--- config.mk ---
export PLATFORM = sky130hd
export DESIGN_NAME = food_map_access_ctrl_flat
export DESIGN_NICKNAME = d
export VERILOG_FILES = /design/src/rtl/food_map_access_ctrl_if.sv /design/src/rtl/food_map_access_ctrl.sv /design/src/flat_wrapper.sv
export SDC_FILE = /design/constraint.sdc
export NUM_CORES = 1
export LEC_CHECK = 0
export CORE_MARGIN = 2
export CORE_UTILIZATION = 50
export CTS_CLUSTER_SIZE = 40
export DETAILED_ROUTE_END_ITERATION = 10
export PLACE_DENSITY = 0.86
export SETUP_SLACK_MARGIN = 0.15
export SLEW_MARGIN = 20
export SYNTH_ARGS = -nofsm -noshare
export SYNTH_HDL_FRONTEND = slang
export SYNTH_SLANG_ARGS = --single-unit
--- constraint.sdc ---
create_clock -name clk -period 15 [get_ports clk]
set_input_delay 3 -clock clk [delete_from_list [all_inputs] [get_ports clk]]
set_output_delay 3 -clock clk [all_outputs]
set_load 0.05 [all_outputs]
--- src/rtl/food_map_access_ctrl_if.sv ---
// ---------------------------------------------------------------------------
// food_map_access_ctrl_if
// Purpose : bundles the requester handshakes (pacman eat, display read), the
//           single-port food_map BRAM bus and the food-count status of
//           food_map_access_ctrl into one interface.
// Signals :
//   eat_req/eat_row/eat_col    eat request (level) and tile coordinates
//   eat_ack/eat_hit            eat completion pulse and "food was cleared"
//   disp_req/disp_row          display row read request (level) and row
//   disp_ack/disp_data         display completion pulse and row contents
//   bram_en/we/addr/din/dout   food_map BRAM port
//   food_left/all_eaten        remaining food count and game-over flag
// Modports: slave  = the controller
//           master = the surroundings (requesters plus the BRAM instance)
// ---------------------------------------------------------------------------
interface food_map_access_ctrl_if #(
  parameter int ROW_W  = 80,
  parameter int ADDR_W = 6,
  parameter int COL_W  = 7,
  parameter int CNT_W  = 12
);
  logic              eat_req;
  logic [ADDR_W-1:0] eat_row;
  logic [COL_W-1:0]  eat_col;
  logic              eat_ack;
  logic              eat_hit;
  logic              disp_req;
  logic [ADDR_W-1:0] disp_row;
  logic              disp_ack;
  logic [ROW_W-1:0]  disp_data;
  logic              bram_en;
  logic              bram_we;
  logic [ADDR_W-1:0] bram_addr;
  logic [ROW_W-1:0]  bram_din;
  logic [ROW_W-1:0]  bram_dout;
  logic [CNT_W-1:0]  food_left;
  logic              all_eaten;

  modport slave (
    input  eat_req, eat_row, eat_col, disp_req, disp_row, bram_dout,
    output eat_ack, eat_hit, disp_ack, disp_data,
           bram_en, bram_we, bram_addr, bram_din, food_left, all_eaten
  );

  modport master (
    output eat_req, eat_row, eat_col, disp_req, disp_row, bram_dout,
    input  eat_ack, eat_hit, disp_ack, disp_data,
           bram_en, bram_we, bram_addr, bram_din, food_left, all_eaten
  );
endinterface

--- src/rtl/food_map_access_ctrl.sv ---
// ---------------------------------------------------------------------------
// food_map_access_ctrl
// Purpose : sequences the single-port food_map BRAM (one row per maze line,
//           one bit per tile) between two requesters: pacman eat requests
//           (read-modify-write clearing a food bit) and display row reads.
//           Round-robin arbitration on ties, display wins the first tie.
//           Tracks the remaining food count and raises all_eaten at zero.
// Ports   :
//   clk  system clock
//   rst  asynchronous active-high reset
//   bus  food_map_access_ctrl_if.slave (requests, acks, BRAM port, status)
// Every output is driven straight from a register.
// ---------------------------------------------------------------------------
module food_map_access_ctrl #(
  parameter int ROW_W     = 80,
  parameter int ADDR_W    = 6,
  parameter int COL_W     = 7,
  parameter int RD_LAT    = 1,
  parameter int CNT_W     = 12,
  parameter int INIT_FOOD = 1200
) (
  input logic                   clk,
  input logic                   rst,
  food_map_access_ctrl_if.slave bus
);

  localparam int                WCNT_W    = (RD_LAT > 1) ? $clog2(RD_LAT) : 1;
  localparam logic [COL_W:0]    COL_LIM   = (COL_W+1)'(ROW_W);
  localparam logic [WCNT_W-1:0] WAIT_LOAD = WCNT_W'(RD_LAT - 1);
  localparam logic [CNT_W-1:0]  FOOD_INIT = CNT_W'(INIT_FOOD);

  typedef enum logic [2:0] {
    S_IDLE, S_RD, S_WAIT, S_DISP_ACK, S_EAT_WR, S_EAT_NOP
  } state_t;

  function automatic logic [CNT_W-1:0] sat_dec(input logic [CNT_W-1:0] v);
    return (v == '0) ? v : v - CNT_W'(1);
  endfunction

  function automatic logic [ROW_W-1:0] clr_bit(input logic [ROW_W-1:0] row,
                                               input logic [COL_W-1:0] col);
    logic [ROW_W-1:0] r;
    r      = row;
    r[col] = 1'b0;
    return r;
  endfunction

  // control state
  state_t            r_state;
  state_t            w_state_nxt;
  logic              r_last_eat;   // 1: last grant went to eat
  logic              r_is_eat;     // type of the transaction in flight
  logic [WCNT_W-1:0] r_wait_cnt;
  logic [COL_W-1:0]  r_col;

  // registered outputs
  logic              r_eat_ack, r_eat_hit, r_disp_ack;
  logic [ROW_W-1:0]  r_disp_data;
  logic              r_en, r_we;
  logic [ADDR_W-1:0] r_addr;
  logic [ROW_W-1:0]  r_din;
  logic [CNT_W-1:0]  r_food;
  logic              r_all_eaten;

  // arbitration
  logic              w_grant, w_grant_eat;
  logic [ADDR_W-1:0] w_grant_row;
  logic              w_col_oor;

  // next output values
  logic              w_eat_ack_nxt, w_eat_hit_nxt, w_disp_ack_nxt;
  logic [ROW_W-1:0]  w_disp_data_nxt;
  logic              w_en_nxt, w_we_nxt;
  logic [ADDR_W-1:0] w_addr_nxt;
  logic [ROW_W-1:0]  w_din_nxt;
  logic [CNT_W-1:0]  w_food_nxt;
  logic              w_hit;

  // State register and registered outputs
  always_ff @(posedge clk or posedge rst) begin
    if (rst) begin
      r_state     <= S_IDLE;
      r_last_eat  <= 1'b1;
      r_is_eat    <= 1'b0;
      r_wait_cnt  <= '0;
      r_eat_ack   <= 1'b0;
      r_eat_hit   <= 1'b0;
      r_disp_ack  <= 1'b0;
      r_disp_data <= '0;
      r_en        <= 1'b0;
      r_we        <= 1'b0;
      r_addr      <= '0;
      r_din       <= '0;
      r_food      <= FOOD_INIT;
      r_all_eaten <= (INIT_FOOD == 0);
    end else begin
      r_state <= w_state_nxt;
      if (w_grant) begin
        r_last_eat <= w_grant_eat;
        r_is_eat   <= w_grant_eat;
      end
      if (r_state == S_RD)
        r_wait_cnt <= WAIT_LOAD;
      else if (r_wait_cnt != '0)
        r_wait_cnt <= r_wait_cnt - WCNT_W'(1);
      r_eat_ack   <= w_eat_ack_nxt;
      r_eat_hit   <= w_eat_hit_nxt;
      r_disp_ack  <= w_disp_ack_nxt;
      r_disp_data <= w_disp_data_nxt;
      r_en        <= w_en_nxt;
      r_we        <= w_we_nxt;
      r_addr      <= w_addr_nxt;
      r_din       <= w_din_nxt;
      r_food      <= w_food_nxt;
      r_all_eaten <= (w_food_nxt == '0);
    end
  end

  // Column latch: pure data, only meaningful after a grant
  always_ff @(posedge clk) begin
    if (w_grant) r_col <= bus.eat_col;
  end

  // Next-state logic and arbitration
  always_comb begin
    w_state_nxt = r_state;
    w_grant     = 1'b0;
    w_grant_eat = 1'b0;
    w_col_oor   = ({1'b0, bus.eat_col} >= COL_LIM);
    case (r_state)
      S_IDLE: begin
        if (bus.eat_req && bus.disp_req) begin
          w_grant     = 1'b1;
          w_grant_eat = ~r_last_eat;
        end else if (bus.eat_req) begin
          w_grant     = 1'b1;
          w_grant_eat = 1'b1;
        end else if (bus.disp_req) begin
          w_grant     = 1'b1;
        end
        // Off-map columns never touch the BRAM: acknowledge a miss directly
        if (w_grant)
          w_state_nxt = (w_grant_eat && w_col_oor) ? S_EAT_NOP : S_RD;
      end
      S_RD:    w_state_nxt = S_WAIT;
      S_WAIT: begin
        if (r_wait_cnt == '0)
          w_state_nxt = r_is_eat ? S_EAT_WR : S_DISP_ACK;
      end
      default: w_state_nxt = S_IDLE;
    endcase
    w_grant_row = w_grant_eat ? bus.eat_row : bus.disp_row;
  end

  // Output decode: values the registers take on entering w_state_nxt.
  // DISP_ACK / EAT_WR are entered only from the last WAIT cycle, where
  // bram_dout carries the requested row.
  always_comb begin
    w_eat_ack_nxt   = 1'b0;
    w_eat_hit_nxt   = 1'b0;
    w_disp_ack_nxt  = 1'b0;
    w_disp_data_nxt = r_disp_data;
    w_en_nxt        = 1'b0;
    w_we_nxt        = 1'b0;
    w_addr_nxt      = r_addr;
    w_din_nxt       = r_din;
    w_food_nxt      = r_food;
    w_hit           = bus.bram_dout[r_col];
    case (w_state_nxt)
      S_RD: begin
        w_en_nxt   = 1'b1;
        w_addr_nxt = w_grant_row;
      end
      S_WAIT: w_en_nxt = 1'b1;
      S_DISP_ACK: begin
        w_disp_ack_nxt  = 1'b1;
        w_disp_data_nxt = bus.bram_dout;
      end
      S_EAT_WR: begin
        w_eat_ack_nxt = 1'b1;
        w_eat_hit_nxt = w_hit;
        if (w_hit) begin
          w_en_nxt   = 1'b1;
          w_we_nxt   = 1'b1;
          w_din_nxt  = clr_bit(bus.bram_dout, r_col);
          w_food_nxt = sat_dec(r_food);
        end
      end
      S_EAT_NOP: w_eat_ack_nxt = 1'b1;
      default: ;
    endcase
  end

  assign bus.eat_ack   = r_eat_ack;
  assign bus.eat_hit   = r_eat_hit;
  assign bus.disp_ack  = r_disp_ack;
  assign bus.disp_data = r_disp_data;
  assign bus.bram_en   = r_en;
  assign bus.bram_we   = r_we;
  assign bus.bram_addr = r_addr;
  assign bus.bram_din  = r_din;
  assign bus.food_left = r_food;
  assign bus.all_eaten = r_all_eaten;

endmodule
--- src/flat_wrapper.sv ---
// flat-port wrapper written by rule: the top's interface ports become plain ports
module food_map_access_ctrl_flat 
#(
  parameter int ROW_W     = 80,
  parameter int ADDR_W    = 6,
  parameter int COL_W     = 7,
  parameter int RD_LAT    = 1,
  parameter int CNT_W     = 12,
  parameter int INIT_FOOD = 1200
)
  (clk, rst, bus_eat_req, bus_eat_row, bus_eat_col, bus_disp_req, bus_disp_row, bus_bram_dout, bus_eat_ack, bus_eat_hit, bus_disp_ack, bus_disp_data, bus_bram_en, bus_bram_we, bus_bram_addr, bus_bram_din, bus_food_left, bus_all_eaten);
  food_map_access_ctrl_if #(.ROW_W(ROW_W), .ADDR_W(ADDR_W), .COL_W(COL_W), .CNT_W(CNT_W)) bus_i ();
  input logic clk;
  input logic rst;
  input wire logic [$bits(bus_i.eat_req)-1:0] bus_eat_req;
  input wire logic [$bits(bus_i.eat_row)-1:0] bus_eat_row;
  input wire logic [$bits(bus_i.eat_col)-1:0] bus_eat_col;
  input wire logic [$bits(bus_i.disp_req)-1:0] bus_disp_req;
  input wire logic [$bits(bus_i.disp_row)-1:0] bus_disp_row;
  input wire logic [$bits(bus_i.bram_dout)-1:0] bus_bram_dout;
  output wire logic [$bits(bus_i.eat_ack)-1:0] bus_eat_ack;
  output wire logic [$bits(bus_i.eat_hit)-1:0] bus_eat_hit;
  output wire logic [$bits(bus_i.disp_ack)-1:0] bus_disp_ack;
  output wire logic [$bits(bus_i.disp_data)-1:0] bus_disp_data;
  output wire logic [$bits(bus_i.bram_en)-1:0] bus_bram_en;
  output wire logic [$bits(bus_i.bram_we)-1:0] bus_bram_we;
  output wire logic [$bits(bus_i.bram_addr)-1:0] bus_bram_addr;
  output wire logic [$bits(bus_i.bram_din)-1:0] bus_bram_din;
  output wire logic [$bits(bus_i.food_left)-1:0] bus_food_left;
  output wire logic [$bits(bus_i.all_eaten)-1:0] bus_all_eaten;
  assign bus_i.eat_req = bus_eat_req;
  assign bus_i.eat_row = bus_eat_row;
  assign bus_i.eat_col = bus_eat_col;
  assign bus_i.disp_req = bus_disp_req;
  assign bus_i.disp_row = bus_disp_row;
  assign bus_i.bram_dout = bus_bram_dout;
  assign bus_eat_ack = bus_i.eat_ack;
  assign bus_eat_hit = bus_i.eat_hit;
  assign bus_disp_ack = bus_i.disp_ack;
  assign bus_disp_data = bus_i.disp_data;
  assign bus_bram_en = bus_i.bram_en;
  assign bus_bram_we = bus_i.bram_we;
  assign bus_bram_addr = bus_i.bram_addr;
  assign bus_bram_din = bus_i.bram_din;
  assign bus_food_left = bus_i.food_left;
  assign bus_all_eaten = bus_i.all_eaten;
  food_map_access_ctrl #(.ROW_W(ROW_W), .ADDR_W(ADDR_W), .COL_W(COL_W), .RD_LAT(RD_LAT), .CNT_W(CNT_W), .INIT_FOOD(INIT_FOOD)) u_core (.clk(clk), .rst(rst), .bus(bus_i));
endmodule
==> reports/qor.csv, run 1 <==
stage;metric;value;unit
synthesis;synthesized area;0.00880;mm²
synthesis;Yosys top cell area share;0.521;
synthesis;Synth area leader;dfrtp_1;
layout;commonest non-fill, non-tap cells in the layout;286 x clkdlybuf4s50_1, 183 x dfrtp_1, 176 x o21ai_0;
drt;WL/cell;21.4;µm
clock_tree;Hold Buf Count CTS;0;
drt;drt drc;0;
synthesis;sequential cell area fraction in the yosys report;0.559;
pwr;leakage;0.00514;µW
layout;synth-to-layout area growth;40.0;%
grt;initial antenna violation count;0;
clock_tree;CTS H-tree lvls;4;
clock_tree;CTS clk-pin slew, worst paths;0.07;ns
grt;first-pass GRT wire length;42200;µm
grt;GRT busiest layer;met2;
status;status;completed;
synthesis;top_reg_cell synth;dfrtp_1;
sta;Worst Hold Margin;0.466;ns
sta;fmax;160;MHz
setup_path;worst reg2reg path depth;8;
setup_path;capturing point of the worst reg2reg path;u_core.bus.bram_din[13];
grt;vias in the first global route;7574;
sta;Slew HR;0.257;
pwr;Pwr Density;269;mW/mm²
clock_tree;cts bufs inserted;17;
drt;initial DRC count;623;
setup_path;crit path to;u_core.bus.bram_din[13];
setup_path;crit end category;register;
grt;met1 Usage GRT;0.374;
synthesis;Synth async-reset ratio;0.964;
sta;Final min period;6.24;ns
drt;DR pass1 iterations;5;
setup_path;Crit. Startpoint;bus_bram_dout[31];
drt;routed wire length;27600;µm
drt;Final ANT Viol Nets;0;
synthesis;syn nets;889;
grt;pin count of the biggest net entering global routing;116;
setup_path;CP Launch Type;input port;
sta;Final Max Slew Viols;0;
placed_design;count of input and output buffers;286;
sta;final setup violation count;0;
sta;post-route setup TNS;0;ns
sta;actual slew at the worst max-slew pin;1.11;ns
placed_design;Final GP Congestion;0.890;
layout;n_diodes;0;
grt;GR met2 Demand/Resource;0.485;
clock_tree;CTS sink cnt;195;
synthesis;synth warn;0;
synthesis;number of synthesized flops with an enable pin;7;
floorplan;Die Ht;137;µm
grt;M3 GR Usage;0.0878;
setup_path;R2R Setup Slk;10.69;ns
placed_design;HPWL after detailed placement;19300;µm
clock_tree;CTS tree;yes;
job;Max Cap Violations;0;
clock_tree;Post-CTS Setup Inserts;0;
clock_tree;Clock Tree Buf Depth;2;
grt;GRT Overall Usage;0.302;
floorplan;Die X;137;µm
layout;commonest non-fill, non-tap cell in the layout;clkdlybuf4s50_1;
drt;vias;7498;
setup_path;crit path DAT;6.50;ns
floorplan;die area;0.0187;mm²
floorplan;Rows;48;
synthesis;syn_area_per_cell;11.2;µm²
pwr;Max VDD drop;0.182;mV
synthesis;Yosys cell types;70;
synthesis;synth top area cells;dfrtp_1 52%, mux2_2 11%, o21ai_0 10%;
floorplan;Ports;287;
setup_path;r2r startpoint;u_core.r_col[1];
synthesis;Syn Inst Count;784;
floorplan;core area;0.0172;mm²
setup_path;Worst Path Max Fanout;110;
clock_tree;worst skew pair latency;0.44;ns
worst_hold_path;Hold WC Path Type;register to register;
floorplan;Initial Util;0.510;
clock_tree;clk root buf;clkbuf_16;
layout;ratio of cells with drive above 1 in the final layout;0.144;
setup_path;Worst EP required;15.27;ns
synthesis;Synth Register Bits;195;
drt;DR vias/cell;5.82;
grt;gr ovfl total;0;
sta;period utilization;0.416;
sta;Final Skew;0.0146;ns
clock_tree;CTS resizes;0;
sta;RSZ-0062 raised after global routing;no;
setup_path;Setup Crit Path Kind;input port to register;
sta;final hold viol count;0;
layout;fin nets;1157;
per-layer routing:
metal	vias up	wire length (µm)
li1	3353	-
met1	3668	10800
met2	402	13200
met3	75	2490
met4	0	1100
met5	-	0
critical path, stage by stage:
cell and delay, ns:
clkdlybuf4s50_1 0.45, mux4_2 0.52, a31oi_1 0.21, a21oi_1 0.09, a221o_1 0.33, or2_1 0.35, nand2_4 0.40, buf_4 0.81
o21ai_0 0.27
layout make-up:
cell class	instances	area, µm²
clock inverters	10	97.6
flip-flops and latches	195	4920
fillers	1253	4920
multi-input cells	533	3570
clock buffers	21	492
repair buffers	291	2900
inverters	14	60.1
well taps	225	282
worst min-delay path by stage:
stage                      startpoint                end  cells past startpoint
global placement    u_core.r_last_eat  u_core.r_last_eat                      2
finish              u_core.r_last_eat  u_core.r_last_eat                      2
global route        u_core.r_last_eat  u_core.r_last_eat                      2
detailed placement  u_core.r_last_eat  u_core.r_last_eat                      2
floorplan           u_core.r_last_eat  u_core.r_last_eat                      2
CTS                 u_core.r_last_eat  u_core.r_last_eat                      2
where the power goes:
part           switching [µW]  leakage, µW  internal [µW]
clock network             205     0.000283            252
logic                    1270      0.00247            650
registers                 156      0.00239            778
stage by stage:
stage / utilization / area (µm²) / cells / worst slack [ns] / power, µW
after global placement: 0.680 / 11700 / 1258 / 8.43 / 2820
after CTS: 0.715 / 12300 / 1289 / 8.79 / 3320
after global routing: 0.715 / 12300 / 1289 / 8.55 / 3450
after detailed placement: 0.680 / 11700 / 1258 / 8.34 / 2860
final: 0.715 / 12300 / 1289 / 8.76 / 3320
after floorplan: - / 8800 / 784 / 6.89 / 2210
cells in the mapped netlist, drive strengths merged, types with 2 or more instances:
library cell    n
edfxtp          7
nand2         118
mux2           88
dfstp           5
nor2           17
xor2            3
o21ai         180
nand3           5
nand4           4
ha              2
nand3b          3
a221oi         11
or4             3
a31oi           5
nand2b          3
o211ai          5
and3b           2
mux4            8
and3            5
a22oi           2
a211o           2
inv            14
nor3b           2
nor4            3
mux2i           7
a21o            2
dfrtp         183
nor2b           9
nand4b          2
nor3            6
clkbuf         19
and2            4
buf            23
xnor2           4
a21oi           8
a32oi           2
sequential cells by signal (all words and copies together) (netlist names):
| name | count |
|---|---|
| u_core.bus.disp_ack | 1 |
| u_core.bus.food_left | 12 |
| u_core.bus.all_eaten | 1 |
| u_core.r_last_eat | 1 |
| u_core.bus.bram_din | 80 |
| u_core.bus.bram_en | 1 |
| u_core.bus.disp_data | 80 |
| u_core.r_state | 3 |
| u_core.r_is_eat | 1 |
| u_core.bus.eat_ack | 1 |
| u_core.bus.eat_hit | 1 |
| u_core.bus.bram_addr | 6 |
| u_core.r_col | 7 |
cell families after synthesis:
logic type                 count (synthesis)  synth area share
AOI/OAI and AO/OA                        228             0.147
DFF                                      195             0.559
and+or+nand+nor                          193             0.105
muxes                                    103             0.142
buffers and inverters                     56            0.0364
xor gates and xnor gates                   7           0.00697
adders and majority gates                  2           0.00284
Note: power is estimated with default switching activity, not from simulation.
==> run 2: changes to the inputs <==
--- a/config.mk
+++ b/config.mk
@@ -6,10 +6,10 @@
 export NUM_CORES = 1
 export LEC_CHECK = 0
 export CORE_MARGIN = 2
-export CORE_UTILIZATION = 50
+export CORE_UTILIZATION = 42
 export CTS_CLUSTER_SIZE = 40
 export DETAILED_ROUTE_END_ITERATION = 10
-export PLACE_DENSITY = 0.86
+export PLACE_DENSITY = 0.77
 export SETUP_SLACK_MARGIN = 0.15
 export SLEW_MARGIN = 20
 export SYNTH_ARGS = -nofsm -noshare
==> constraint.sdc (replaced) <==
create_clock -name clk -period 5.2 [get_ports clk]
set_input_delay 1.04 -clock clk [delete_from_list [all_inputs] [get_ports clk]]
set_output_delay 1.04 -clock clk [all_outputs]
set_load 0.05 [all_outputs]
==> run 2 against run 1 <==
Against the previous run: global-route usage shrank 4.8 points; register-to-register slack lost 9.2 ns; first-iteration DRC count decreased by 20%; combinational power increased to 2.9 times the previous value; critical path depth is the same; die area rose by 18%; final area rose by 1.3%.
==> reports/qor.csv, run 2 (synthesis gave the netlist of run 1 again) <==
stage;metric;value;unit;change
status;status;completed;;
drt;routed wire length;27700;µm;+0.19%
layout;ratio of cells with drive above 1 in the final layout;0.149;;+0.00546
setup_path;Max stage delay on crit path;0.52;ns;-0.29 ns
sta;Worst Hold Margin;0.460;ns;-0.00651 ns
pwr;Clock power frac;0.143;;+0.005
sta;Slew HR;0.525;;+0.268
clock_tree;CTS resizes;0;;unchanged
drt;DR pass1 iterations;6;;+1
sta;period utilization;0.722;;
clock_tree;Post-CTS Setup Inserts;0;;unchanged
sta;Final Skew;0.00713;ns;-0.00750 ns
worst_hold_path;hold wc startpoint;u_core.r_last_eat;;
setup_path;r2r startpoint;u_core.r_col[2];;
pwr;leakage;0.00520;µW;+1.1%
pwr;sequential share of power;0.279;;-0.003
floorplan;die area;0.0221;mm²;+18%
pwr;Comb pwr share;0.578;;-0.002
setup_path;Top delay family on crit path;buffers and inverters;;
floorplan;Initial Util;0.432;;-0.0784
floorplan;Rows;52;;+8.3%
grt;met1 Usage GRT;0.336;;-0.0379
pwr;Psw;4730;µW;+190%
grt;GRT Overall Usage;0.254;;-0.0480
sta;final setup violation count;0;;unchanged
pwr;Internal;4890;µW;+190%
clock_tree;CTS clk-pin slew, worst paths;0.07;ns;about the same
pwr;Pwr Density;772;mW/mm²;+190%
setup_path;Worst EP required;5.50;ns;-9.77 ns
grt;GRT busiest layer;met2;;
setup_path;Crit. Startpoint;bus_bram_dout[29];;
sta;RSZ-0062 raised after global routing;no;;
drt;DR vias/cell;5.47;;-5.9%
clock_tree;Clock Tree Buf Depth;2;;unchanged
floorplan;Die Ht;149;µm;+8.8%
layout;n_diodes;0;;unchanged
layout;commonest non-fill, non-tap cells in the layout;286 x clkdlybuf4s50_1, 183 x dfrtp_1, 176 x o21ai_0;;
drt;WL/cell;20.6;µm;-3.8%
placed_design;count of input and output buffers;286;;unchanged
floorplan;Ports;287;;unchanged
grt;M3 GR Usage;0.0592;;-0.0286
drt;drt drc;0;;unchanged
floorplan;core area;0.0204;mm²;+18%
clock_tree;CTS sink cnt;195;;unchanged
placed_design;HPWL after detailed placement;20200;µm;+4.5%
clock_tree;worst skew pair latency;0.44;ns;about the same
sta;Final Max Slew Viols;0;;unchanged
pwr;Max VDD drop;0.393;mV;+120%
job;Max Cap Violations;0;;unchanged
drt;initial DRC count;497;;-20%
layout;number of filler instances in the final layout;1740;;+39%
layout;synth-to-layout area growth;41.8;%;
sta;fmax;266;MHz;
drt;vias;7347;;-2.0%
floorplan;Die X;149;µm;+8.8%
grt;initial antenna violation count;0;;unchanged
clock_tree;CTS tree;yes;;
drt;Final ANT Viol Nets;0;;unchanged
layout;area taken by flip-flops and latches;0.00492;mm²;unchanged
setup_path;Worst Path Max Fanout;63;;-43%
grt;vias in the first global route;7232;;-4.5%
clock_tree;CTS H-tree lvls;4;;unchanged
setup_path;CP cell instances;clkdlybuf4s50_1 -> mux4_2 -> a31oi_1 -> a21oi_1 -> a221o_1 -> or2_1 -> nand2_4 -> buf_4 -> o21ai_0;;
setup_path;CP bufs+invs;2;;unchanged
grt;gr ovfl total;0;;unchanged
placed_design;Final GP Congestion;0.876;;-1.5%
setup_path;Setup Crit Path Kind;input port to register;;
layout;commonest non-fill, non-tap cell in the layout;clkdlybuf4s50_1;;
sta;actual slew at the worst max-slew pin;0.710;ns;-0.404 ns
worst_hold_path;Hold WC Path Type;register to register;;
setup_path;slowest CP cell;mux4_2;;
grt;pin count of the biggest net entering global routing;97;;-16%
pwr;Sw Ratio;0.492;;-0.00122
clock_tree;cts bufs inserted;17;;unchanged
sta;final hold viol count;0;;unchanged
grt;first-pass GRT wire length;42600;µm;+0.87%
sta;Final min period;3.76;ns;
setup_path;crit path DAT;4.05;ns;-2.45 ns
setup_path;CP Launch Type;input port;;
layout;Multi-input gate area;0.00357;mm²;unchanged
layout;fin nets;1164;;+0.61%
sta;post-route setup TNS;0;ns;unchanged
clock_tree;Hold Buf Count CTS;0;;unchanged
setup_path;crit end category;register;;
grt;GR met2 Demand/Resource;0.412;;-0.0735
clock_tree;clk root buf;clkbuf_16;;
[run 2: per-stage QoR]
step           setup WS (ns)  total power [µW]   util  area, µm²  std cells
2_1_floorplan           1.74              6360      -       8800        784
3_3_place_gp            1.09              8200  0.582      11900       1310
3_5_place_dp            1.01              8290  0.582      11900       1310
4_1_cts                 1.42              9680  0.613      12500       1342
5_1_grt                 1.18             10100  0.613      12500       1342
6_report                1.44              9630  0.613      12500       1342
[run 2: layout make-up]
class / instances / share of cell area
tap: 270 / 0.0271
sequential: 195 / 0.394
timing repair buffer: 298 / 0.239
clock inverter: 13 / 0.0130
clock buffer: 19 / 0.0364
inverter: 14 / 0.00451
multi-input combinational: 533 / 0.286
[run 2: power groups by stage]
stage	combinational [µW]	sequential (µW)	clock, µW
after floorplan	1430	4930	0
after global routing	5820	2780	1480
after global placement	5520	2680	0
final	5560	2690	1380
after CTS	5590	2690	1400
after detailed placement	5570	2710	0
[run 2: worst paths after layout]
check                                                end  slack (ns)  cells past startpoint
worst max-delay path             u_core.bus.bram_din[54]        1.44                      9
worst min-delay path                   u_core.r_last_eat        0.46                      2
worst max register to register   u_core.bus.bram_din[54]        1.45                      9
worst min register to register         u_core.r_last_eat        0.46                      2
max in group asynchronous        u_core.bus.bram_din[35]        3.49                      3
min in group asynchronous       u_core.bus.disp_data[62]        0.89                      2
[run 2: worst min-delay path, stage by stage (launching register included)]
cell,delay (ns)
dfstp_2,0.37
nand2_1,0.05
nand2_1,0.04
[run 2: per-layer routing]
metal / up-vias / part of all wire
met3: 47 / 0.077
met2: 321 / 0.48
li1: 3368 / -
met5: - / 0
met4: 0 / 0.025
met1: 3611 / 0.42
